--- config.mk ---
export PLATFORM = sky130hd
export DESIGN_NAME = operand_forward_unit
export DESIGN_NICKNAME = d
export VERILOG_FILES = /design/src/rtl/fwd_pkg.sv /design/src/rtl/fwd_operand_sel.sv /design/src/rtl/operand_forward_unit.sv
export SDC_FILE = /design/constraint.sdc
export NUM_CORES = 1
export LEC_CHECK = 0
export CAP_MARGIN = 20
export CORE_MARGIN = 4
export CORE_UTILIZATION = 38
export CTS_CLUSTER_SIZE = 14
export DETAILED_ROUTE_END_ITERATION = 8
export PLACE_DENSITY_LB_ADDON = 0.05
export SKIP_CTS_REPAIR_TIMING = 1
export SYNTH_ARGS = -nofsm -noshare
export SYNTH_HDL_FRONTEND = slang
export SYNTH_SLANG_ARGS = --single-unit
--- constraint.sdc ---
create_clock -name clk -period 3 [get_ports clk]
set_clock_uncertainty 0.1 [all_clocks]
set_input_delay 0.45 -clock clk [delete_from_list [all_inputs] [get_ports clk]]
set_output_delay 0.45 -clock clk [all_outputs]
set_load 0.01 [all_outputs]
--- src/rtl/fwd_pkg.sv ---
// Shared forwarding-select codes and tag field defaults for the EX operand forwarding unit.
// Latency/backpressure: n/a (constants only).
package fwd_pkg;

  typedef logic [1:0] fwd_sel_t;

  localparam fwd_sel_t FWD_NONE = 2'b00;
  localparam fwd_sel_t FWD_MEM  = 2'b01;
  localparam fwd_sel_t FWD_WB   = 2'b10;
  localparam fwd_sel_t FWD_ZERO = 2'b11;

  localparam int RA_W_DEF = 5;

endpackage

--- src/rtl/fwd_operand_sel.sv ---
// One EX operand: priority force-zero > MEM > WB > RF/alt, x0 never forwarded.
// Latency: combinational. Backpressure: none.
module fwd_operand_sel
  import fwd_pkg::*;
#(
  parameter int XLEN = 32,
  parameter int RA_W = RA_W_DEF
) (
  input  logic            force_zero,
  input  logic            alt_sel,
  input  logic [RA_W-1:0] rs,
  input  logic            mem_wr,
  input  logic [RA_W-1:0] mem_rd,
  input  logic            wb_wr,
  input  logic [RA_W-1:0] wb_rd,
  input  logic [XLEN-1:0] rf_data,
  input  logic [XLEN-1:0] alt_data,
  input  logic [XLEN-1:0] mem_data,
  input  logic [XLEN-1:0] wb_data,
  output fwd_sel_t        sel,
  output logic [XLEN-1:0] data
);

  logic mem_hit;
  logic wb_hit;

  assign mem_hit = mem_wr && (mem_rd != '0) && (mem_rd == rs);
  assign wb_hit  = wb_wr && (wb_rd != '0) && (wb_rd == rs);

  always_comb begin
    sel  = FWD_NONE;
    data = alt_sel ? alt_data : rf_data;
    if (force_zero) begin
      sel  = FWD_ZERO;
      data = '0;
    end else if (mem_hit) begin
      sel  = FWD_MEM;
      data = mem_data;
    end else if (wb_hit) begin
      sel  = FWD_WB;
      data = wb_data;
    end
  end

endmodule

--- src/rtl/operand_forward_unit.sv ---
// EX-stage operand forwarding with EX/MEM/WB tag tracking and load-use stall detection.
// Latency: operands combinational; tags advance one slot per clk. Backpressure: none downstream; stall holds IF/ID.
module operand_forward_unit
  import fwd_pkg::*;
#(
  parameter int XLEN    = 32,
  parameter int NUM_SRC = 2,
  parameter int RA_W    = RA_W_DEF,
  parameter int CNT_W   = 32
) (
  input  logic                    clk,
  input  logic                    rst,
  input  logic                    id_valid,
  input  logic [NUM_SRC*RA_W-1:0] id_rs,
  input  logic [RA_W-1:0]         id_rd,
  input  logic                    id_reg_write,
  input  logic                    id_mem_read,
  input  logic [NUM_SRC-1:0]      id_force_zero,
  input  logic [NUM_SRC-1:0]      id_alt_sel,
  input  logic                    flush,
  input  logic [NUM_SRC*XLEN-1:0] ex_rf_data,
  input  logic [NUM_SRC*XLEN-1:0] ex_alt_data,
  input  logic [XLEN-1:0]         mem_alu_result,
  input  logic [XLEN-1:0]         wb_data,
  output logic [NUM_SRC*XLEN-1:0] ex_op_data,
  output logic [NUM_SRC*2-1:0]    ex_fwd_sel,
  output logic                    stall,
  output logic [CNT_W-1:0]        stall_count
);

  typedef struct packed {
    logic            valid;
    logic [RA_W-1:0] rd;
    logic            reg_write;
    logic            mem_read;
  } dst_t;

  typedef struct packed {
    dst_t                    dst;
    logic [NUM_SRC*RA_W-1:0] rs;
    logic [NUM_SRC-1:0]      force_zero;
    logic [NUM_SRC-1:0]      alt_sel;
  } ex_tag_t;

  ex_tag_t            ex_q;
  ex_tag_t            id_tag;
  dst_t               mem_q;
  dst_t               wb_q;
  logic [NUM_SRC-1:0] rs_hit;
  logic [NUM_SRC-1:0] load_fwd;

  always_comb begin
    id_tag               = '0;
    id_tag.dst.valid     = 1'b1;
    id_tag.dst.rd        = id_rd;
    id_tag.dst.reg_write = id_reg_write;
    id_tag.dst.mem_read  = id_mem_read;
    id_tag.rs            = id_rs;
    id_tag.force_zero    = id_force_zero;
    id_tag.alt_sel       = id_alt_sel;
  end

  // Force-zero operands never read the register, so they cannot create a load-use hazard.
  always_comb begin
    rs_hit   = '0;
    load_fwd = '0;
    for (int i = 0; i < NUM_SRC; i++) begin
      rs_hit[i]   = (id_rs[i*RA_W +: RA_W] == ex_q.dst.rd) && !id_force_zero[i];
      load_fwd[i] = ex_q.dst.valid && mem_q.valid && mem_q.mem_read && (mem_q.rd != '0) &&
                    (mem_q.rd == ex_q.rs[i*RA_W +: RA_W]) && !ex_q.force_zero[i];
    end
  end

  assign stall = id_valid && ex_q.dst.valid && ex_q.dst.mem_read &&
                 (ex_q.dst.rd != '0) && (|rs_hit);

  always_ff @(posedge clk) begin
    if (rst) begin
      ex_q        <= '0;
      mem_q       <= '0;
      wb_q        <= '0;
      stall_count <= '0;
    end else begin
      ex_q  <= (stall || flush || !id_valid) ? ex_tag_t'('0) : id_tag;
      mem_q <= ex_q.dst;
      wb_q  <= mem_q;
      if (stall && (stall_count != '1)) begin
        stall_count <= stall_count + 1'b1;
      end
    end
  end

  for (genvar i = 0; i < NUM_SRC; i++) begin : g_op
    fwd_operand_sel #(
      .XLEN (XLEN),
      .RA_W (RA_W)
    ) u_sel (
      .force_zero (ex_q.force_zero[i]),
      .alt_sel    (ex_q.alt_sel[i]),
      .rs         (ex_q.rs[i*RA_W +: RA_W]),
      .mem_wr     (mem_q.valid && mem_q.reg_write),
      .mem_rd     (mem_q.rd),
      .wb_wr      (wb_q.valid && wb_q.reg_write),
      .wb_rd      (wb_q.rd),
      .rf_data    (ex_rf_data[i*XLEN +: XLEN]),
      .alt_data   (ex_alt_data[i*XLEN +: XLEN]),
      .mem_data   (mem_alu_result),
      .wb_data    (wb_data),
      .sel        (ex_fwd_sel[i*2 +: 2]),
      .data       (ex_op_data[i*XLEN +: XLEN])
    );
  end

  a_no_load_fwd: assert property (@(posedge clk) disable iff (rst) load_fwd == '0);

endmodule

## Word-level counts from Yosys, hierarchy flattened

Cells that the tools add are included.

- Flip-flop bits (word level): 68
- Input port bits: 217
- Output and inout bits: 101

- Add/subtract/negate cells: 1
- Eq/ne operators: 7
- Mux-type cells: 15
- Reduce and logical (&&, ||, !) cells: 25

Operator list:

| cell | number |
|---|---|
| 32-bit two-way mux | 8 |
| 32-bit by 1-bit adder with 32-bit output, second input constant | 1 |
| 32-bit != test, second input constant | 1 |
| 5-bit == test | 6 |
| 22-bit two-way mux | 1 |
| 1-bit logical AND | 15 |
| 5-bit nonzero test | 3 |
| 2-bit two-way mux | 6 |
| 2-bit OR reduction | 2 |
| 1-bit logical NOT | 3 |
| 1-bit logical OR | 2 |

## Logic depth before layout (Yosys ltp)

Gate-level depths: netlist (run 1).

- Word-level depth: 7
- Depth in mapped cells: 9

## Modules after synthesis

A second synthesis (run 1) with hierarchy kept.

- Cell total of the unflattened synthesis: 738
- Area total of the unflattened synthesis: 6,030.8 sq um

Modules (own cells, without submodules):

| module | times used | cells each | area each (sq um) | sequential area each (sq um) |
|---|---|---|---|---|
| fwd_operand_sel | 2 | 218 | 1,565.3 | 0.0 |
| operand_forward_unit | 1 | 302 | 2,900.3 | 1,361.3 |

## Worst setup path before layout (run 1)

No wires, ideal clock.

- Path kind: register -> output
- Start: register wb_q[2] (netlist name)
- End: output ex_op_data[22]
- Data arrival time: 1.940 ns
- Required time: 2.450 ns
- Path slack: 0.510 ns
- Cell stages (with the launch flop): 9
- Buffers on the path: 2
- Path through: dfxtp_1 > or4_1 > o211ai_1 > nor4_1 > clkbuf_1 > buf_1 > nor2_1 > a21oi_1 > o21ai_0

- Longest elaborated chain between the ends: 6
- Elaborated cells on any way between the ends: 7

Ends and longest elaborated chain:

| item | RTL line | text |
|---|---|---|
| start, declared | operand_forward_unit.sv:48 | `dst_t wb_q;` |
| start signal, assigned | operand_forward_unit.sv:86 | `wb_q <= mem_q;` |
| 5-bit nonzero test | fwd_operand_sel.sv:28 | `assign wb_hit = wb_wr && (wb_rd != '0) && (wb_rd == rs);` |
| 1-bit logical AND | fwd_operand_sel.sv:28 |  |
| 1-bit logical AND * | fwd_operand_sel.sv:28 |  |
| 32-bit two-way mux * | fwd_operand_sel.sv:39 | `end else if (wb_hit) begin` |
| 32-bit two-way mux * | fwd_operand_sel.sv:36 | `end else if (mem_hit) begin` |
| 32-bit two-way mux * | fwd_operand_sel.sv:33 | `if (force_zero) begin` |
| end, declared | operand_forward_unit.sv:25 | `output logic [NUM_SRC*XLEN-1:0] ex_op_data,` |

Mark *: on every way between the ends. The rest lies on a longest branch, timed or not.

## Final worst setup path (run 1)

- Start: register wb_q[2] (netlist name)
- End: output ex_op_data[7]

The elaborated chain is that of the path after synthesis.

==> results of run 1 <==
==> worst max-delay path, stage by stage, from the launching register on <==
cell	delay, ps
dfxtp_2	320
or4_4	520
o211ai_1	260
nor4_2	100
buf_6	210
nor2_1	140
a21oi_1	50
o21ai_0	170
clkdlybuf4s50_1	580
==> how the worst max path moves through the flow <==
stage | end | slack, ps | cells after the start
after floorplan | ex_op_data[22] | 510 | 8
after global placement | stall | -20 | 7
after detailed placement | stall | -20 | 7
after CTS | ex_op_data[61] | -380 | 10
after global routing | ex_op_data[7] | -380 | 8
final | ex_op_data[7] | -260 | 8
==> flip-flops by register name (all words and copies together) (netlist names) <==
| register | flops |
|---|---|
| stall_count | 32 |
| ex_q | 22 |
| mem_q | 7 |
| wb_q | 7 |
==> cell families (layout without fill, tap and decap cells) <==
| family | Yosys count | count (layout) |
|---|---|---|
| AND/OR/NAND/NOR | 299 | 299 |
| AO/OA/AOI/OAI | 175 | 175 |
| multiplexers | 74 | 74 |
| flip-flops | 68 | 68 |
| buffers and inverters | 56 | 390 |
| XOR/XNOR | 32 | 32 |
| adder cells (fa/ha/maj) | 1 | 1 |
| other | 0 | 1 |
==> cells in the mapped netlist, types with 6 or more instances <==
library cell / count
mux2i_1: 65
mux2_2: 8
or3_1: 8
xnor2_1: 12
nand3_1: 12
o21ai_0: 70
clkbuf_1: 38
and2_1: 22
nand2b_1: 6
nor4_1: 12
or4_1: 11
a21oi_1: 83
nor3_1: 6
dfxtp_1: 68
nor2b_1: 22
nand4_1: 13
nor2_1: 96
o31ai_1: 7
xor2_1: 20
nand2_1: 78
==> per-stage QoR <==
stage | setup WS (ps) | cells | total power [W] | utilization | instance area (um^2)
detailed placement | -23.0 | 1189 | 0.00163 | 0.679 | 8670
finish | -257 | 1212 | 0.00267 | 0.708 | 9050
global route | -381 | 1211 | 0.00277 | 0.708 | 9050
global placement | -23.1 | 1189 | 0.00162 | 0.679 | 8670
CTS | -377 | 1205 | 0.00271 | 0.703 | 8970
floorplan | 510 | 705 | 0.00114 | - | 5040
==> metal layers <==
metal | global-route usage | vias to the layer above
met5 | 0 | -
met4 | 0.0782 | 2
met3 | 0.0677 | 30
met2 | 0.481 | 249
met1 | 0.346 | 2958
li1 | - | 3135
==> power by group through the flow <==
stage | clock network [W] | registers, W | logic (W)
final | 0.00108 | 0.000928 | 0.000660
after floorplan | 0 | 0.000941 | 0.000201
after global routing | 0.00114 | 0.000929 | 0.000708
after detailed placement | 0 | 0.000948 | 0.000682
after global placement | 0 | 0.000948 | 0.000676
after CTS | 0.00110 | 0.000928 | 0.000685
==> layout make-up <==
type	count	area [um^2]
Antenna cell	1	2.50
Tap cell	172	215
Inverter	5	18.8
Clock buffer	9	225
Sequential cell	68	1370
Timing Repair Buffer	369	3580
Multi-Input combinational cell	581	3570
Clock inverter	7	81.3
Fill cell	1102	3720
==> results.md, run 1 <==
| Result | Value |
|:---|:---|
| Result of the run | complete, but fails checks |
| Violations in the final reports | setup timing |
| Placeable core region | 12800 um^2 |
| Portion of total power attributed to the clock network | 0.405 |
| Clock-pin slew reported for the worst setup and hold paths after clock tree synthesis | 60 ps |
| Share of cells above drive strength 1 | 0.143 |
| DR top layer | met5 |
| Inserted Clock Buffers | 9 |
| Area of the mapped netlist | 5040 um^2 |
| CP Capture Type | primary output |
| ANT nets after route | 0 |
| Min-Delay Path Depth | 1 |
| IO Count | 318 |
| Vertical die dimension | 123 um |
| Count of unique library cells instantiated by Yosys | 46 |
| Count of flip-flops with a built-in enable after synthesis | 0 |
| Peak Freq | 307 MHz |
| Cell Rows | 41 |
| Final Max Slew Viols | 0 |
| CTS tree | yes |
| Largest area contributor in the synthesized netlist | dfxtp_1 |
| Unrepaired setup endpoints after global routing | yes |
| Fraction of synthesized cell area in xor and xnor cells | 0.0556 |
| Combinational cell fraction of total power | 0.247 |
| Crit Path Class | flop to primary output |
| Cell types with the largest area share after synthesis | dfxtp_1, mux2i_1, a21oi_1, nor2_1, o21ai_0 |
| DP Wirelength | 18300 um |
| Data arrival time at the worst-slack endpoint | 2710 ps |
| Main combinational cell family by area after synthesis | simple AND/OR/NAND/NOR gates |
| Share of the synthesized area in compound gates (AO/OA/AOI/OAI) | 0.188 |
| DRC violation total after the first TritonRoute iteration | 360 |
| Internal power | 0.00198 W |
| Synth Net Count | 923 |
| Routed length on met2 | 11400 um |
| Maximum vdd ir drop | 0.406 mV |
| Total routing resource utilization after global routing | 0.279 |
| Highest-count cells in the layout ignoring fill and taps | clkdlybuf4s50_1, nor2_1, a21oi_1 |
| Data required time of the worst path | 2450 ps |
| Number of synthesized register bits | 68 |
| Vias in the first global route | 5957 |
| Origin of the worst min-delay path | ex_q[15] |
| Internal reg-to-reg setup slack | 450 ps |
| Type of the most critical hold path | flop to flop |
| Total number of vias | 6374 |
| Fin nets | 1252 |
| Adder and majority gate portion of the synthesized area | 0.00248 |
| Avg Vias per Cell | 5.26 |
| Synthesized instance count | 705 |
| Layout area overhead | 79.7% |
| Share of the synthesized area in the top cell type | 0.270 |
| Post-Syn Area per Cell | 7.15 um^2 |
| Largest driver fanout on the critical path | 42 |
| Kind of start point of the critical path | flop |
| WL met3 | 1870 um |
| Routed met1 length | 9410 um |
| Final-report hold violation count | 0 |
| Sink Count | 68 |
| Clock insertion delay at the later pin of the skew report | 330 ps |
| Residual DRC | 0 |
| Share of flip-flops with an asynchronous set or reset | 0 |
| Post-synthesis mux area share | 0.149 |
| Root buffer cell | clkbuf_16 |
| Worst setup path start | wb_q[2] |
| Accumulated negative setup slack | -3190 ps |
| Total net switching power | 0.000686 W |
| Sequential share of the synthesized area | 0.270 |
| Total congestion overflow after global routing | 0 |
| Post-route fraction of the period consumed by the critical path | 1.09 |
| Post-route worst setup slack | -257 ps |
| Per-cell routed wire length | 19.1 um |
| Routability Congestion | 0.927 |
| Total of max-cap violations | 0 |
| Global-route wire length before repair | 33000 um |
| Die Area | 15200 um^2 |
| R2R depth | 6 |
| Source of the worst register-to-register timing path | stall_count[2] |
| Remaining max-slew budget at the tightest pin | 0.591 |
| Sequential power share | 0.348 |
| Number of buffers between clock root and the deepest sink | 2 |
| Starting utilization of the core area | 0.394 |
| Power density cells | 295 nW/um^2 |
| Leading cell type in the layout, fill and taps excluded | clkdlybuf4s50_1 |
| Pleak | 3.62 nW |
| Port Buf Inserts | 317 |
| Simple-Gate Fraction of Synth Area | 0.288 |
| Maximum number of pins on one net before global-route repair | 43 |
| Initial antenna violation count | 1 |
| Count of TritonRoute iterations in the first routing pass | 5 |
| Most instantiated flip-flop cell in the synthesis netlist | dfxtp_1 |
| Worst-case hold slack | 343 ps |
| Final worst path period need | 3260 ps |
| Sw frac | 0.257 |
| Endpoint with the worst hold slack | mem_q[1] |
| Finish-stage setup viols | 21 |
| Total number of yosys warnings | 0 |
| Capture point of the worst reg-to-reg path | stall_count[27] |
| Chip width | 123 um |
| Slew @ Worst Pin | 614 ps |
| Final wirelength | 23200 um |
| H-tree depth | 3 |
No activity file was read; power rests on OpenSTA's default activity.
==> run 2: changes to the inputs <==
--- a/config.mk
+++ b/config.mk
@@ -6,10 +6,11 @@
 export NUM_CORES = 1
 export LEC_CHECK = 0
 export CAP_MARGIN = 20
-export CORE_MARGIN = 4
-export CORE_UTILIZATION = 38
+export CORE_AREA = 4 4 120 122
 export CTS_CLUSTER_SIZE = 14
 export DETAILED_ROUTE_END_ITERATION = 8
+export DIE_AREA = 0 0 124 126
+export DONT_BUFFER_PORTS = 1
 export PLACE_DENSITY_LB_ADDON = 0.05
 export SKIP_CTS_REPAIR_TIMING = 1
 export SYNTH_ARGS = -nofsm -noshare
==> constraint.sdc (replaced) <==
create_clock -name clk -period 3.85 [get_ports clk]
set_clock_uncertainty 0.1 [all_clocks]
set_input_delay 0.5775 -clock clk [delete_from_list [all_inputs] [get_ports clk]]
set_output_delay 0.5775 -clock clk [all_outputs]
set_load 0.01 [all_outputs]
==> run 2 against run 1 <==
The run now ends clean. Clock power decreased by 24%. Utilization decreased by 29 points. Critical path depth decreased by 2. Via count decreased by 21%. Largest power group unchanged.
==> results.md, run 2 (synthesized netlist as in run 1, its figures left out) <==
| Result | Value |
|:---|:---|
| Buffers and inverters on the worst path | 1 |
| Avg Vias per Cell | 5.84 |
| Largest stage delay, worst path | 440 ps |
| Initial antenna violation count | 3 |
| Share of cells above drive strength 1 | 0.0747 |
| Largest driver fanout on the critical path | 18 |
| Clock insertion delay at the later pin of the skew report | 330 ps |
| Chip width | 124 um |
| Total of max-cap violations | 0 |
| Final wirelength | 20100 um |
| Routability Congestion | 0.958 |
| Post-route fraction of the period consumed by the critical path | 0.863 |
| Largest delay share family, worst path | simple AND/OR/NAND/NOR gates |
| Total of fill cells in the finished design | 1397 |
| Crit Path Class | flop to primary output |
| Total congestion overflow after global routing | 0 |
| Clock-pin slew reported for the worst setup and hold paths after clock tree synthesis | 60 ps |
| Power density cells | 316 nW/um^2 |
| Origin of the worst min-delay path | rst |
| Port Buf Inserts | 0 |
| Slowest library cell on the worst path | o21ai_0 |
| Data arrival time at the worst-slack endpoint | 2640 ps |
| Final-report hold violation count | 0 |
| Leading cell type in the layout, fill and taps excluded | nor2_1 |
| Accumulated negative setup slack | 0 ps |
| WL met3 | 2940 um |
| ANT nets after route | 0 |
| Per-cell routed wire length | 23.4 um |
| CP Capture Type | primary output |
| Unrepaired setup endpoints after global routing | no |
| Ordered cell list for the critical path | or3_1 > o311a_1 > nand4_1 > nand2b_1 > buf_4 > o21ai_0 |
| Register bank with the most flops | stall_count |
| Vertical die dimension | 126 um |
| Final Max Slew Viols | 0 |
| H-tree depth | 3 |
| Vias in the first global route | 4708 |
| Max reg flops | 32 |
| Routed met1 length | 7440 um |
| Total number of vias | 5032 |
| Peak Freq | 301 MHz |
| Kind of start point of the critical path | flop |
| Data required time of the worst path | 3170 ps |
| Worst setup path start | mem_q[3] |
| Largest registers in the final layout | stall_count: 32 flops, ex_q: 22 flops |
| Cell Rows | 42 |
| Layout area overhead | 9.07% |
| Source of the worst register-to-register timing path | ex_q[19] |
| Finish-stage setup viols | 0 |
| Internal reg-to-reg setup slack | 810 ps |
| Maximum vdd ir drop | 0.232 mV |
| Setup slack after placement | 652 ps |
| Final worst path period need | 3320 ps |
| DR top layer | met5 |
| Total routing resource utilization after global routing | 0.240 |
| Post-route worst setup slack | 528 ps |
| Sink Count | 68 |
| Slew @ Worst Pin | 1060 ps |
| Sum of internal, switching and leakage power | 0.00173 W |
| Routed length on met2 | 9450 um |
| DRC violation total after the first TritonRoute iteration | 266 |
| Root buffer cell | clkbuf_16 |
| IO Count | 318 |
| Pleak | 1.88 nW |
| Residual DRC | 0 |
| Starting utilization of the core area | 0.382 |
| Count of TritonRoute iterations in the first routing pass | 4 |
| Type of the most critical hold path | input port to flop |
| DP Wirelength | 16400 um |
| Die Area | 15600 um^2 |
| Highest-count cells in the layout ignoring fill and taps | nor2_1, a21oi_1, nand2_1 |
| Global-route wire length before repair | 28600 um |
| Maximum number of pins on one net before global-route repair | 65 |
| Placeable core region | 13200 um^2 |
| Result of the run | completed |
| Fin nets | 896 |
| Remaining max-slew budget at the tightest pin | 0.296 |
| CTS tree | yes |
| Inserted Clock Buffers | 9 |
| Number of buffers between clock root and the deepest sink | 2 |
run 2: cell types whose count changed in the layout (fill, tap and decap cells not counted), sizes merged:
cell / previous run / this run
clkdlybuf4s50: 255 / 0
clkinvlp: 1 / 0
diode: 1 / 2
buf: 73 / 13
inv: 9 / 7
dlymetal6s2s: 26 / 0
clkinv: 1 / 4
clkbuf: 24 / 9
run 2: power breakdown:
group / switching, W / internal (W) / leakage, nW / total [W]
Sequential: 0.0000162 / 0.000712 / 0.551 / 0.000729
Clock: 0.000318 / 0.000505 / 0.150 / 0.000823
Combinational: 0.000111 / 0.0000719 / 1.17 / 0.000183
Total: 0.000445 / 0.00129 / 1.88 / 0.00173
run 2: layer usage:
metal / track usage / vias up
met5: 0 / -
met4: 0.0367 / 4
met3: 0.136 / 20
met2: 0.394 / 257
met1: 0.280 / 2327
li1: - / 2424
run 2: path summary, 6_finish.rpt:
path | endpoint | cells after the start
min reg2reg | mem_q[1] | 1
min | stall_count[1] | 1
max reg2reg | ex_q[13] | 8
max | ex_op_data[52] | 6
run 2: through the flow:
stage	hold WS [ps]	instances	utilization	area [um^2]
floorplan	314	705	-	5040
global placement	338	843	0.393	5190
detailed placement	328	843	0.393	5190
CTS	206	859	0.416	5490
global route	198	860	0.416	5490
finish	227	861	0.417	5490
run 2: cell type report:
type / count / area [um^2] / share of cell area
inverter: 5 / 18.8 / 0.00342
clock buffer: 9 / 225 / 0.0410
tap: 176 / 220 / 0.0401
antenna: 2 / 5.00 / 0.000911
multi-input combinational: 581 / 3460 / 0.630
timing repair buffer: 13 / 123 / 0.0223
sequential: 68 / 1360 / 0.248
clock inverter: 7 / 75.1 / 0.0137
==> run 3: changes to the inputs <==
--- a/config.mk
+++ b/config.mk
@@ -7,6 +7,7 @@
 export LEC_CHECK = 0
 export CAP_MARGIN = 20
 export CORE_AREA = 4 4 120 122
+export CTS_BUF_LIST = sky130_fd_sc_hd__clkbuf_4 sky130_fd_sc_hd__clkbuf_8
 export CTS_CLUSTER_SIZE = 14
 export DETAILED_ROUTE_END_ITERATION = 8
 export DIE_AREA = 0 0 124 126
==> constraint.sdc (replaced) <==
create_clock -name clk -period 3.95 [get_ports clk]
set_clock_uncertainty 0.1 [all_clocks]
set_input_delay 0.5925 -clock clk [delete_from_list [all_inputs] [get_ports clk]]
set_output_delay 0.5925 -clock clk [all_outputs]
set_load 0.01 [all_outputs]
==> run 3 against run 2 <==
Final cell count fell by 0.12%. Critical path depth unchanged. Largest power group is now sequential cells. Die area unchanged. Highest routed layer unchanged. Sequential share of layout area grew 0.42 points.
==> results.md, run 3 (synthesized netlist as in run 1, its figures left out) <==
| Result | Value |
|:---|:---|
| Maximum vdd ir drop | 0.191 mV |
| Starting utilization of the core area | 0.382 |
| Layout Utilization | 0.410 |
| Data arrival time at the worst-slack endpoint | 2790 ps |
| Total net switching power | 0.000426 W |
| ANT nets after route | 0 |
| DRC violation total after the first TritonRoute iteration | 246 |
| Slew @ Worst Pin | 1040 ps |
| Remaining max-slew budget at the tightest pin | 0.310 |
| Final Max Slew Viols | 0 |
| Total number of vias | 5031 |
| Final worst path period need | 3480 ps |
| Data required time of the worst path | 3260 ps |
| Clock insertion delay at the later pin of the skew report | 350 ps |
| Avg Vias per Cell | 5.85 |
| Crit Path Class | flop to primary output |
| Sw frac | 0.274 |
| Vias in the first global route | 4832 |
| Min-Delay Path Depth | 1 |
| Total routing resource utilization after global routing | 0.240 |
| Accumulated negative setup slack | 0 ps |
| Worst-case hold slack | 212 ps |
| Power density cells | 288 nW/um^2 |
| Count of TritonRoute iterations in the first routing pass | 7 |
| Sequential power share | 0.456 |
| Total congestion overflow after global routing | 0 |
| Maximum number of pins on one net before global-route repair | 65 |
| Unrepaired setup endpoints after global routing | no |
| Combinational cell fraction of total power | 0.112 |
| Sink Count | 68 |
| Pleak | 1.83 nW |
| Routability Congestion | 0.918 |
| Capture point of the worst reg-to-reg path | ex_q[17] |
| Clock-pin slew reported for the worst setup and hold paths after clock tree synthesis | 90 ps |
| DP Wirelength | 16200 um |
| H-tree depth | 3 |
| Largest registers in the final layout | stall_count: 32 flops, ex_q: 22 flops |
| Source of the worst register-to-register timing path | ex_q[19] |
| Placeable core region | 13200 um^2 |
| Internal power | 0.00113 W |
| Final std cell area, no fill | 5400 um^2 |
| Initial antenna violation count | 4 |
| Result of the run | completed |
| Final-report hold violation count | 0 |
| CP Capture Type | primary output |
| Share of cells above drive strength 1 | 0.0733 |
| Die Area | 15600 um^2 |
| Area of placed instances | 5170 um^2 |
| Kind of start point of the critical path | flop |
| Vertical die dimension | 126 um |
| Number of buffers between clock root and the deepest sink | 2 |
| Root buffer cell | clkbuf_8 |
| Inserted Clock Buffers | 9 |
| Global-route wire length before repair | 28500 um |
| Per-cell routed wire length | 23.3 um |
| IO Count | 318 |
| Register bank with the most flops | stall_count |
| Critical path capture point | ex_op_data[52] |
| Peak Freq | 287 MHz |
| Finish-stage setup viols | 0 |
| Layout area overhead | 7.25% |
| Type of the most critical hold path | input port to flop |
| Internal reg-to-reg setup slack | 780 ps |
| Highest-count cells in the layout ignoring fill and taps | nor2_1, a21oi_1, nand2_1 |
| Leading cell type in the layout, fill and taps excluded | nor2_1 |
| Largest driver fanout on the critical path | 19 |
| Worst setup path start | mem_q[3] |
| Fin nets | 895 |
| Cell Rows | 42 |
| Post-route fraction of the period consumed by the critical path | 0.881 |
| Max reg flops | 32 |
| CTS tree | yes |
| R2R depth | 8 |
| Final wirelength | 20100 um |
| Total of max-cap violations | 0 |
| Chip width | 124 um |
| Port Buf Inserts | 0 |
| Residual DRC | 0 |
| Portion of total power attributed to the clock network | 0.432 |
[run 3: layout make-up]
cell class | instances | area (um^2)
multi-input combinational | 581 | 3460
antenna | 2 | 5.00
clock inverter | 7 | 105
clock buffer | 9 | 124
sequential | 68 | 1360
tap | 176 | 220
fill | 1389 | 7790
inverter | 5 | 18.8
timing repair buffer | 12 | 103
[run 3: worst min-delay path by stage]
stage / start / endpoint / slack (ps)
finish: rst / stall_count[4] / 210
detailed placement: ex_q[15] / mem_q[1] / 350
global placement: ex_q[15] / mem_q[1] / 350
global route: rst / stall_count[6] / 190
CTS: rst / stall_count[3] / 190
floorplan: ex_q[15] / mem_q[1] / 310
[run 3: power groups by stage]
stage | combinational, W | sequential (W) | clock, W
after floorplan | 0.000153 | 0.000715 | 0
after global placement | 0.000174 | 0.000726 | 0
after detailed placement | 0.000176 | 0.000726 | 0
after CTS | 0.000176 | 0.000710 | 0.000691
after global routing | 0.000194 | 0.000711 | 0.000717
final | 0.000174 | 0.000709 | 0.000671
[run 3: metrics by stage]
| step | setup WS, ps | power [W] | cells |
|---|---|---|---|
| after floorplan | 1320 | 0.000867 | 705 |
| after global placement | 742 | 0.000900 | 842 |
| after detailed placement | 641 | 0.000902 | 842 |
| after CTS | 444 | 0.00158 | 858 |
| after global routing | 304 | 0.00162 | 860 |
| final | 468 | 0.00155 | 860 |
[run 3: routing by layer]
| metal | GRT usage | share of wire |
|---|---|---|
| met5 | 0 | 0.0010 |
| met4 | 0.0451 | 0.013 |
| met3 | 0.159 | 0.15 |
| met2 | 0.392 | 0.47 |
| met1 | 0.261 | 0.36 |
[run 3: worst max-delay path, stage by stage (launching register included)]
cell	delay (ps)
dfxtp_1	350
or3_1	370
o311a_1	310
nand4_1	150
nand2b_1	410
buf_4	370
o21ai_0	480
